$ cat src/rtl/piso_stream_serializer.sv
//-----------------------------------------------------------------------------
// piso_stream_serializer
//
// Parallel-in / serial-out serializer with valid/ready handshakes on both
// sides. One input transfer captures a whole frame of NWORDS words. The frame
// is then emitted as NBEATS = NWORDS/LANES beats of LANES words each. The
// final beat of the frame is flagged with out_last_o.
//
// Parameters
//   DWIDTH     bits per word
//   NWORDS     words per input frame (>= 2)
//   LANES      words per output beat (NWORDS % LANES must be 0)
//   MSB_FIRST  0: word 0 leaves first, 1: word NWORDS-1 leaves first
//
// Ports
//   clk          clock, rising edge
//   rst          synchronous, active-high reset
//   in_valid_i   input frame valid
//   in_ready_o   frame can be accepted this cycle (combinational)
//   in_data_i    unpacked frame, in_data_i[i] is word i
//   out_valid_o  out_data_o holds a valid beat
//   out_ready_i  consumer accepts the beat
//   out_data_o   beat, out_data_o[j] is lane j
//   out_last_o   current beat is the final beat of the frame
//   out_par_o    XOR-reduce of the beat (only with PISO_PARITY_EN)
//   busy_o       frame in flight (same as out_valid_o)
//
// Build option
//   PISO_PARITY_EN  when defined, out_par_o is the registered XOR-reduce of
//                   all bits of out_data_o. When undefined, out_par_o is tied
//                   to 0 and no parity logic exists.
//
// Every output except in_ready_o comes straight from a flop.
//-----------------------------------------------------------------------------
`timescale 1ns/1ps

module piso_stream_serializer #(
    parameter int DWIDTH    = 10,
    parameter int NWORDS    = 8,
    parameter int LANES     = 1,
    parameter int MSB_FIRST = 0
) (
    input  logic              clk,
    input  logic              rst,
    input  logic              in_valid_i,
    output logic              in_ready_o,
    input  logic [DWIDTH-1:0] in_data_i [NWORDS],
    output logic              out_valid_o,
    input  logic              out_ready_i,
    output logic [DWIDTH-1:0] out_data_o [LANES],
    output logic              out_last_o,
    output logic              out_par_o,
    output logic              busy_o
);

    localparam int NBEATS = NWORDS / LANES;
    localparam int CW     = $clog2(NBEATS + 1);

    // Illegal configurations are caught at elaboration.
    if ((NWORDS % LANES) != 0) begin : g_bad_lanes
        $error("piso_stream_serializer: NWORDS (%0d) must be a multiple of LANES (%0d)", NWORDS, LANES);
    end
    if (NWORDS < 2) begin : g_bad_nwords
        $error("piso_stream_serializer: NWORDS (%0d) must be at least 2", NWORDS);
    end

    typedef enum logic [0:0] {
        ST_IDLE = 1'b0,
        ST_SEND = 1'b1
    } state_t;

    state_t            state_q;
    state_t            state_d;

    // shreg_q holds the words still to be emitted after the beat currently
    // on out_data_q, already in emission order (slot 0 leaves next).
    logic [DWIDTH-1:0] shreg_q     [NWORDS];
    logic [DWIDTH-1:0] shreg_d     [NWORDS];
    logic [DWIDTH-1:0] out_data_q  [LANES];
    logic [DWIDTH-1:0] out_data_d  [LANES];
    logic [CW-1:0]     cnt_q;
    logic [CW-1:0]     cnt_d;
    logic              out_last_q;
    logic              out_last_d;

    logic [DWIDTH-1:0] ordered_s    [NWORDS];
    logic [DWIDTH-1:0] load_shift_s [NWORDS];
    logic [DWIDTH-1:0] run_shift_s  [NWORDS];
    logic              out_valid_s;
    logic              in_ready_s;
    logic              accept_s;
    logic              xfer_s;

    // Reorder the incoming frame so that slot 0 is always the first word out.
    for (genvar g = 0; g < NWORDS; g++) begin : g_order
        if (MSB_FIRST != 0) begin : g_msb
            assign ordered_s[g] = in_data_i[NWORDS-1-g];
        end else begin : g_lsb
            assign ordered_s[g] = in_data_i[g];
        end
    end

    // Shift-by-LANES views of the fresh frame and of the running register;
    // vacated tail slots are zero-filled.
    for (genvar g = 0; g < NWORDS; g++) begin : g_shift
        if (g + LANES < NWORDS) begin : g_mid
            assign load_shift_s[g] = ordered_s[g+LANES];
            assign run_shift_s[g]  = shreg_q[g+LANES];
        end else begin : g_tail
            assign load_shift_s[g] = '0;
            assign run_shift_s[g]  = '0;
        end
    end

    assign out_valid_s = (state_q == ST_SEND);
    assign in_ready_s  = !out_valid_s || (out_ready_i && out_last_q);
    assign accept_s    = in_valid_i && in_ready_s;
    assign xfer_s      = out_valid_s && out_ready_i;

`ifdef PISO_PARITY_EN
    logic out_par_q;
    logic out_par_d;

    // Even parity across every bit of one beat.
    function automatic logic beat_parity(input logic [DWIDTH-1:0] beat [LANES]);
        logic p;
        p = 1'b0;
        for (int j = 0; j < LANES; j++) begin
            p = p ^ (^beat[j]);
        end
        return p;
    endfunction

    // Parity follows whatever is loaded into the output beat register, so it
    // holds automatically during a stall.
    always_comb begin
        out_par_d = beat_parity(out_data_d);
    end

    // Parity register.
    always_ff @(posedge clk) begin
        if (rst) begin
            out_par_q <= 1'b0;
        end else begin
            out_par_q <= out_par_d;
        end
    end

    assign out_par_o = out_par_q;
`else
    assign out_par_o = 1'b0;
`endif

    // FSM state register.
    always_ff @(posedge clk) begin
        if (rst) begin
            state_q <= ST_IDLE;
        end else begin
            state_q <= state_d;
        end
    end

    // FSM next-state logic. A last-beat transfer that coincides with a new
    // accept stays in SEND so the next frame follows without a bubble.
    always_comb begin
        state_d = state_q;
        case (state_q)
            ST_IDLE: begin
                if (accept_s) begin
                    state_d = ST_SEND;
                end else begin
                    state_d = ST_IDLE;
                end
            end
            ST_SEND: begin
                if (xfer_s && out_last_q && !accept_s) begin
                    state_d = ST_IDLE;
                end else begin
                    state_d = ST_SEND;
                end
            end
            default: begin
                state_d = ST_IDLE;
            end
        endcase
    end

    // FSM outputs; in_ready_o is the only combinational output.
    always_comb begin
        out_valid_o = out_valid_s;
        busy_o      = out_valid_s;
        in_ready_o  = in_ready_s;
    end

    // Datapath next state: load on accept, advance by LANES words on transfer,
    // otherwise hold (this covers the stall case).
    always_comb begin
        shreg_d    = shreg_q;
        out_data_d = out_data_q;
        cnt_d      = cnt_q;
        out_last_d = out_last_q;
        if (accept_s) begin
            for (int j = 0; j < LANES; j++) begin
                out_data_d[j] = ordered_s[j];
            end
            shreg_d    = load_shift_s;
            cnt_d      = '0;
            out_last_d = (NBEATS == 1);
        end else if (xfer_s) begin
            for (int j = 0; j < LANES; j++) begin
                out_data_d[j] = shreg_q[j];
            end
            shreg_d    = run_shift_s;
            cnt_d      = cnt_q + CW'(1'b1);
            // After the final beat the counter reaches NBEATS, clearing last.
            out_last_d = (cnt_d == CW'(NBEATS - 1));
        end else begin
            shreg_d    = shreg_q;
            out_data_d = out_data_q;
            cnt_d      = cnt_q;
            out_last_d = out_last_q;
        end
    end

    // Datapath registers.
    always_ff @(posedge clk) begin
        if (rst) begin
            for (int i = 0; i < NWORDS; i++) begin
                shreg_q[i] <= '0;
            end
            for (int j = 0; j < LANES; j++) begin
                out_data_q[j] <= '0;
            end
            cnt_q      <= '0;
            out_last_q <= 1'b0;
        end else begin
            shreg_q    <= shreg_d;
            out_data_q <= out_data_d;
            cnt_q      <= cnt_d;
            out_last_q <= out_last_d;
        end
    end

    assign out_data_o = out_data_q;
    assign out_last_o = out_last_q;

endmodule

$ cat config.mk
export PLATFORM = sky130hd
export DESIGN_NAME = piso_stream_serializer
export DESIGN_NICKNAME = d
export VERILOG_FILES = /design/src/rtl/piso_stream_serializer.sv
export SDC_FILE = /design/constraint.sdc
export NUM_CORES = 1
export LEC_CHECK = 0
export ABC_AREA = 1
export BUFFER_PORTS_ARGS = -buffer_cell sky130_fd_sc_hd__buf_2
export CAP_MARGIN = 20
export CORE_ASPECT_RATIO = 1.1
export CORE_MARGIN = 2
export CORE_UTILIZATION = 53
export DETAILED_ROUTE_END_ITERATION = 16
export GPL_ROUTABILITY_DRIVEN = 0
export MAX_ROUTING_LAYER = met4
export PLACE_DENSITY = 0.81
export SLEW_MARGIN = 20
export SYNTH_ARGS = -nofsm -noshare
export SYNTH_HDL_FRONTEND = slang
export SYNTH_SLANG_ARGS = --single-unit
$ cat constraint.sdc
create_clock -name clk -period 1.72 [get_ports clk]
set_clock_uncertainty 0.15 [all_clocks]
set_input_delay 0.086 -clock clk [delete_from_list [all_inputs] [get_ports clk]]
set_output_delay 0.086 -clock clk [all_outputs]
set_load 0.01 [all_outputs]
# Word-level counts from Yosys, hierarchy flattened

Cells that the tools add are included.

Output and inout bits: 15
Input bits: 84
Logic and storage cells: 31
Register bits after elaboration: 86

Add/sub/neg operators: 1
Bitwise gates (word level): 1
Reductions and logical operators: 10
Equality and inequality tests: 1
Mux-type cells: 7

Operators with widths:

| operator                                                        | count |
|---|---|
| 80-bit 2-to-1 mux                                               | 2 |
| 10-bit 2-to-1 mux                                               | 2 |
| 1-bit logical AND                                               | 5 |
| 4-bit by 1-bit adder with 4-bit output, second input constant   | 1 |
| 4-bit by 3-bit == test with 1-bit output, second input constant | 1 |
| 1-bit zero test                                                 | 2 |
| 1-bit 2-to-1 mux                                                | 2 |
| 1-bit one-hot mux with 2 select lines                           | 1 |
| 2-bit nonzero test                                              | 1 |
| 2-bit OR reduction                                              | 1 |
| 1-bit logical OR                                                | 1 |
| 1-bit NOT                                                       | 1 |

# Longest topological paths before layout

Gate-level depths: netlist of the first run.

Depth in word-level cells: 7
Mapped depth: 8
Mapped depth without buffers: 8

# Least setup slack after synthesis of the first run

OpenSTA, ideal clock, no wires.

Kind: register -> register
Start: register state_q, in the netlist busy_o
End: register out_data_q (netlist bit out_data_o[1])
Cell stages (with the launch flop): 8
Path buffers: 2
Library setup time: 0.132 ns
Period minus slack after synthesis: 1.414 ns
Setup slack: 0.306 ns
Data required time: 1.438 ns
Arrival: 1.131 ns
Path through: dfxtp_1 -> nand2_2 -> nand2_2 -> buf_6 -> buf_2 -> nand2_1 -> o21ai_1 -> a21oi_1

Word-level cells in the longest chain between the ends: 4
Elaborated cells between the ends (all ways): 6
Classes of those cells: mux (1); reduce/logical (5)

RTL lines:

| what                                                           | line | RTL |
|---|---|---|
| start, declared                                                | 72   | `state_t state_q;` |
| start signal, assigned                                         | 159  | `state_q <= state_d;` |
| 1-bit zero test (*)                                            | 116  | `assign in_ready_s = !out_valid_s \|\| (out_ready_i && out_last_q);` |
| 1-bit logical OR (*)                                           | 116  |  |
| net in_ready_o                                                 | 46   | `output logic in_ready_o,` |
| 1-bit logical AND (*)                                          | 117  | `assign accept_s = in_valid_i && in_ready_s;` |
| 10-bit 2-to-1 mux / 2-bit nonzero test (equally long branches) | -    |  |
| end signal, assigned                                           | 238  | `out_data_q <= out_data_d;` |
| end, declared                                                  | 79   | `logic [DWIDTH-1:0] out_data_q [LANES];` |

Mark *: on every way through the listed nets, which the timed path passes. The rest lies on a longest branch.
A chain may end at the register's enable or synchronous reset.

# Final worst setup path of the first run

Start: register state_q, in the netlist busy_o
End: register shreg_q (netlist bit run_shift_s[44])

Word-level cells in the longest chain between the ends: 4
Elaborated cells between the ends (all ways): 6
Classes of those cells: mux (1); reduce/logical (5)

RTL lines:

| what                                                           | line | RTL |
|---|---|---|
| 1-bit zero test                                                | 116  |  |
| 1-bit logical OR                                               | 116  |  |
| 1-bit logical AND                                              | 117  |  |
| 80-bit 2-to-1 mux / 2-bit nonzero test (equally long branches) | -    |  |
| end signal, assigned                                           | 237  | `shreg_q <= shreg_d;` |
| end, declared                                                  | 77   | `logic [DWIDTH-1:0] shreg_q [NWORDS];` |

Parallel ways exist; a longest one is shown, timed or not.

==> results.py, run 1 <==
metrics = {
    "finish": {
        "syn_to_final_growth_pct": 38.5,
        "nets": 798,
        "antenna_cells": 0,
        "drive_gt1_frac": 0.184,
        "nFillCells": 547,
    },
    "grt": {
        "grt_max_degree": 54,
        "grt_pass1_wl_mm": 18.4,
        "gr-total-overflow": 0,
        "grt_pass1_vias": 4058,
        "grt_util_all_layers": 0.294,
        "antenna_found_initial": 0,
    },
    "routing": {
        "drt_iter0_drc": 182,
        "wl_per_cell_um": 14.3,
        "vias_per_cell": 5.43,
        "routed_wirelength_mm": 11.5,
        "dr_total_vias": 4346,
        "final_antenna_net_count": 0,
        "drtPass1Iterations": 5,
        "drc": 0,
    },
    "clock_tree": {
        "clk_latency_ps": 350,
        "cts_setup_buffers": 0,
        "cts_buffers": 9,
        "path_clk_slew_ps": 80,
        "cts_tree": "yes",
        "htree_levels": 3,
        "clock_path_buffers": 2,
        "cts.sinks": 86,
        "cts-root-buf": "clkbuf_8",
    },
    "yosys": {
        "synth_warnings": 0,
        "syn_area_mm2": 0.00393,
        "netlist_instances": 560,
        "syn-num-nets": 646,
        "yosysSeqAreaShare": 0.438,
        "synth.ff_latch_count": 86,
        "ys_types": 20,
        "syn_avg_cell_area_um2": 7.02,
    },
    "pwr": {
        "peakVddDrop_mv": 0.485,
        "p_seq_frac": 0.511,
        "p_int_w": 0.00315,
        "leakage_nw": 2.39,
        "pwr_density_cell_mw_per_mm2": 800,
        "pwr-share-comb": 0.196,
        "sw_frac_of_total": 0.276,
        "switchingPower_w": 0.00120,
        "clock_power_share": 0.293,
        "power.total_w": 0.00436,
    },
    "floorplanning": {
        "die_w_um": 86.1,
        "num_rows": 32,
        "ios": 99,
        "start_util": 0.555,
        "dieArea_mm2": 0.00813,
        "core-area_mm2": 0.00709,
        "die_h_um": 94.3,
    },
    "sta": {
        "slew_viol_final": 0,
        "rsz0062_at_grt": "no",
        "hold_viol": 0,
        "setup_tns_ps": 0,
        "finalCritPeriodShare": 0.931,
        "max_clock_freq_mhz": 624,
        "setup_violations": 0,
        "fin_crit_ps": 1600,
    },
    "outcome": {
        "status": "finished clean",
    },
    "worst_setup_path": {
        "startpoint_type": "flip-flop",
        "worstPathCellList": "nand2_2, nand2_8, buf_4, nand2_1, o21ai_1, a21oi_1",
        "path_depth": 6,
        "critical_path.max_fanout": 28,
        "timing.rr.start": "busy_o",
        "worst_path_largest_cell_delay_ps": 420,
        "critPathKind": "reg -> reg",
        "critical_path.top_delay_family": "flip-flops",
        "cp_num_buf_inv": 1,
        "worstPathRequired_ps": 1790,
        "crit_slowest_cell": "dfxtp_1",
        "r2r-end": "run_shift_s[44]",
        "cp_data_arrival_time_ps": 1670,
        "rrSetupSlack_ps": 120,
        "cp-end-kind": "flip-flop",
        "reg2reg_depth": 6,
    },
    "placed_design": {
        "io_buffers": 97,
        "hpwl_mm": 6.49,
    },
    "run": {
        "drv_cap": 0,
    },
    "worst_hold_path": {
        "hold_start": "out_ready_i",
        "whs_endpoint": "cnt_q[1]",
        "hold_depth": 4,
        "hold_class": "in -> reg",
    },
}
-- cells in the mapped netlist --
master | n | area share
or2_2 | 1 | 0.0016
nand2_2 | 3 | 0.0048
nand4_1 | 1 | 0.0016
inv_2 | 2 | 0.0019
or2_4 | 1 | 0.0022
inv_1 | 6 | 0.0057
buf_6 | 3 | 0.0086
a21oi_1 | 82 | 0.10
conb_1 | 1 | 0.00095
buf_1 | 2 | 0.0019
clkbuf_1 | 19 | 0.018
nor2_1 | 4 | 0.0038
a21oi_2 | 3 | 0.0067
buf_4 | 12 | 0.023
nand3_1 | 82 | 0.10
nand2_1 | 163 | 0.16
o21ai_1 | 70 | 0.089
dfxtp_1 | 86 | 0.44
ha_1 | 2 | 0.0064
buf_2 | 17 | 0.022
-- placed cells by master, fill, tap and decap left out, types with 2 or more instances in the layout --
cell type	count
inv_1	6
buf_12	7
nand3_1	82
nand2_1	163
o21ai_1	70
inv_2	2
dfxtp_1	86
nor2_1	4
a21oi_2	3
a21oi_1	82
buf_4	5
nand2_2	2
ha_1	2
clkbuf_8	11
dlygate4sd3_1	84
clkbuf_1	3
buf_2	97
-- power groups by stage --
stage	clock network (W)	registers (W)	logic, W
final	0.00128	0.00222	0.000854
after global routing	0.00137	0.00224	0.000946
after CTS	0.00129	0.00222	0.000835
after detailed placement	0	0.00227	0.000687
after global placement	0	0.00226	0.000670
after floorplan	0	0.00226	0.000459
-- cells by family (layout without fill, tap and decap cells) --
family	after synthesis	in the layout	share of synthesized area
adders and majority gates	2	2	0.00636
other	1	1	0.000954
buffers and inverters	61	217	0.0808
and+or+nand+nor	255	255	0.274
AOI/OAI and AO/OA	155	155	0.200
DFF	86	86	0.438
-- worst max path at each step --
stage	to	from	slack, ps
detailed placement	run_shift_s[65]	busy_o	190
floorplan	out_data_o[1]	busy_o	310
CTS	busy_o	rst	60
finish	run_shift_s[44]	busy_o	120
global route	run_shift_s[65]	busy_o	20
global placement	shreg_q[77]	busy_o	260
-- registers in the layout, indices dropped and copies added (netlist names) --
name and count:
out_data_o 10, out_last_o 1, busy_o 1, cnt_q 4, shreg_q 10, run_shift_s 60
-- metal layers --
metal,part of all wire,vias to the layer above,track usage,routed length (um)
met4,0.018,0,0.112,206
met5,0,-,-,0
met2,0.52,137,0.520,5980
met1,0.41,2013,0.335,4690
met3,0.052,20,0.0420,596
li1,-,2176,-,-
-- metrics by stage --
stage                     cells  hold WS, ps  setup WS, ps  area [um2]   util
after floorplan             560         70.0           306        3930      -
after global placement      702          196           257        4440  0.626
after detailed placement    702          202           191        4440  0.626
after CTS                   801         16.9          58.3        5440  0.768
after global routing        801         53.6          17.9        5450  0.769
final                       801         29.5           119        5450  0.769
-- final cells by class --
| class | count | area, um2 | share of cell area |
|---|---|---|---|
| sequential | 86 | 1720 | 0.316 |
| multi-input combinational | 413 | 1910 | 0.350 |
| tap | 85 | 106 | 0.0195 |
| timing repair buffer | 194 | 1520 | 0.278 |
| inverter | 8 | 30.0 | 0.00551 |
| clock inverter | 1 | 5.00 | 0.000919 |
| clock buffer | 14 | 163 | 0.0299 |
-- tightest hold or removal path, stage by stage --
cell	delay (ps)
buf_2	110
nand2_2	110
or2_2	130
a21oi_2	50
-- timing repair --
| item | CTS | global route |
|---|---|---|
| gates resized for setup | 0 | 1 |
| hold buffers | 84 | 0 |
| hold endpoints to repair | 81 | 0 |
| setup endpoints to repair | 0 | 1 |
(Power assumes the default switching activity.)
==> run 2: changes to the inputs <==
--- a/config.mk
+++ b/config.mk
@@ -6,15 +6,15 @@
 export NUM_CORES = 1
 export LEC_CHECK = 0
 export ABC_AREA = 1
-export BUFFER_PORTS_ARGS = -buffer_cell sky130_fd_sc_hd__buf_2
 export CAP_MARGIN = 20
 export CORE_ASPECT_RATIO = 1.1
-export CORE_MARGIN = 2
-export CORE_UTILIZATION = 53
+export CORE_MARGIN = 1
+export CORE_UTILIZATION = 60
 export DETAILED_ROUTE_END_ITERATION = 16
+export DONT_BUFFER_PORTS = 1
 export GPL_ROUTABILITY_DRIVEN = 0
 export MAX_ROUTING_LAYER = met4
-export PLACE_DENSITY = 0.81
+export PLACE_DENSITY = 0.77
 export SLEW_MARGIN = 20
 export SYNTH_ARGS = -nofsm -noshare
 export SYNTH_HDL_FRONTEND = slang
==> results.py, run 2 (same netlist as run 1, synthesis figures left out) <==
metrics = {
    "worst_setup_path": {
        "cp_data_arrival_time_ps": 1680,
        "worstPathRequired_ps": 1810,
        "timing.rr.start": "out_last_o",
        "rrSetupSlack_ps": 130,
        "startpoint_type": "flip-flop",
        "r2r-end": "busy_o",
        "critPathKind": "reg -> reg",
        "critical_path.max_fanout": 4,
        "cp-end-kind": "flip-flop",
        "reg2reg_depth": 4,
    },
    "floorplanning": {
        "start_util": 0.631,
        "core-area_mm2": 0.00623,
        "ios": 99,
        "dieArea_mm2": 0.00688,
        "die_w_um": 79.2,
        "num_rows": 30,
        "die_h_um": 86.9,
    },
    "sta": {
        "fin_crit_ps": 1590,
        "timing.hold.ws_ps": -357,
        "hold_viol": 85,
        "rsz0062_at_grt": "no",
        "setup_violations": 0,
        "max_clock_freq_mhz": 630,
        "slew_viol_final": 0,
        "setup_tns_ps": 0,
        "finalCritPeriodShare": 0.922,
    },
    "clock_tree": {
        "htree_levels": 3,
        "cts.sinks": 86,
        "ctsHoldBuffers": 1,
        "clk_latency_ps": 350,
        "cts_buffers": 9,
        "cts-root-buf": "clkbuf_8",
        "path_clk_slew_ps": 80,
        "cts_tree": "yes",
        "clock_path_buffers": 2,
        "cts_setup_buffers": 0,
    },
    "finish": {
        "nFillCells": 552,
        "most-common-layout-cells": "nand2_1 (163), dfxtp_1 (86), nand3_1 (82), a21oi_1 (82), o21ai_1 (70)",
        "largest_register_ffs": 60,
        "syn_to_final_growth_pct": 7.35,
        "antenna_cells": 0,
        "drive_gt1_frac": 0.0795,
        "final_core_util": 0.678,
        "nets": 623,
        "layout_commonest_cell": "nand2_1",
    },
    "grt": {
        "grt_max_degree": 83,
        "grt_pass1_vias": 3174,
        "gr-total-overflow": 0,
        "grt_util_all_layers": 0.281,
        "antenna_found_initial": 0,
        "grt_pass1_wl_mm": 14.7,
    },
    "outcome": {
        "violations": "hold timing",
        "status": "finished, violations left",
    },
    "routing": {
        "drc": 0,
        "wl_per_cell_um": 15.1,
        "drtPass1Iterations": 5,
        "vias_per_cell": 5.77,
        "routed_wirelength_mm": 9.38,
        "final_antenna_net_count": 0,
        "dr_total_vias": 3583,
        "drt_iter0_drc": 205,
    },
    "pwr": {
        "pwr_density_cell_mw_per_mm2": 1030,
        "peakVddDrop_mv": 0.589,
        "leakage_nw": 1.70,
        "power.total_w": 0.00437,
    },
    "worst_hold_path": {
        "hold_depth": 1,
        "whs_endpoint": "run_shift_s[52]",
        "hold_start": "rst",
        "hold_class": "in -> reg",
    },
    "run": {
        "drv_cap": 0,
    },
    "placed_design": {
        "io_buffers": 0,
        "hpwl_mm": 6.11,
    },
}
==> run 2: how the worst max path moves through the flow <==
stage / slack [ps] / from / end / depth (start not counted)
6_report: 130 / out_last_o / busy_o / 4
5_1_grt: 50 / out_last_o / shreg_q[79] / 7
4_1_cts: 110 / out_last_o / shreg_q[79] / 6
3_5_place_dp: 130 / out_last_o / shreg_q[79] / 6
3_3_place_gp: 150 / out_last_o / shreg_q[79] / 6
2_1_floorplan: 310 / busy_o / out_data_o[1] / 7
==> run 2: metal layers <==
layer	GRT usage	wire length [um]	vias to the layer above
li1	-	-	1838
met1	0.354	4000	1630
met2	0.440	4600	103
met3	0.0702	631	12
met4	0.0909	140	0
met5	-	0	-
==> run 2: cell type report <==
class | count | area, um2 | share of cell area
clock inverter | 4 | 70.1 | 0.0166
tap | 80 | 100 | 0.0237
multi-input combinational | 414 | 1920 | 0.456
clock buffer | 11 | 151 | 0.0359
timing repair buffer | 18 | 225 | 0.0533
sequential | 86 | 1720 | 0.408
inverter | 8 | 30.0 | 0.00711
==> run 2: repair_timing <==
action                                 4_1_cts  5_1_grt
resized for setup                            0        1
endpoints found under the hold margin       86       85
setup endpoints to repair                    0       12
==> run 2: critical path, stage by stage, from the launching register on <==
cell           delay [ps]
dfxtp_1               410
nand2_1               110
nand2_4               160
a21oi_1                80
dlygate4sd3_1         560
==> run 2: report_power, final <==
part / total [W] / internal (W) / switching (W) / leakage (nW)
Clock: 0.00159 / 0.000885 / 0.000703 / 0.115
Sequential: 0.00223 / 0.00214 / 0.0000923 / 0.710
Combinational: 0.000542 / 0.000219 / 0.000323 / 0.874
Total: 0.00437 / 0.00325 / 0.00112 / 1.70
==> run 2: stage by stage <==
stage                     hold WS [ps]  instances  instance area [um2]  worst slack (ps)
after floorplan                   70.0        560                 3930               306
after global placement            11.2        604                 3970               151
after detailed placement          12.4        604                 3970               127
after CTS                         -365        620                 4210               111
after global routing              -373        621                 4220              47.1
final                             -357        621                 4220               134
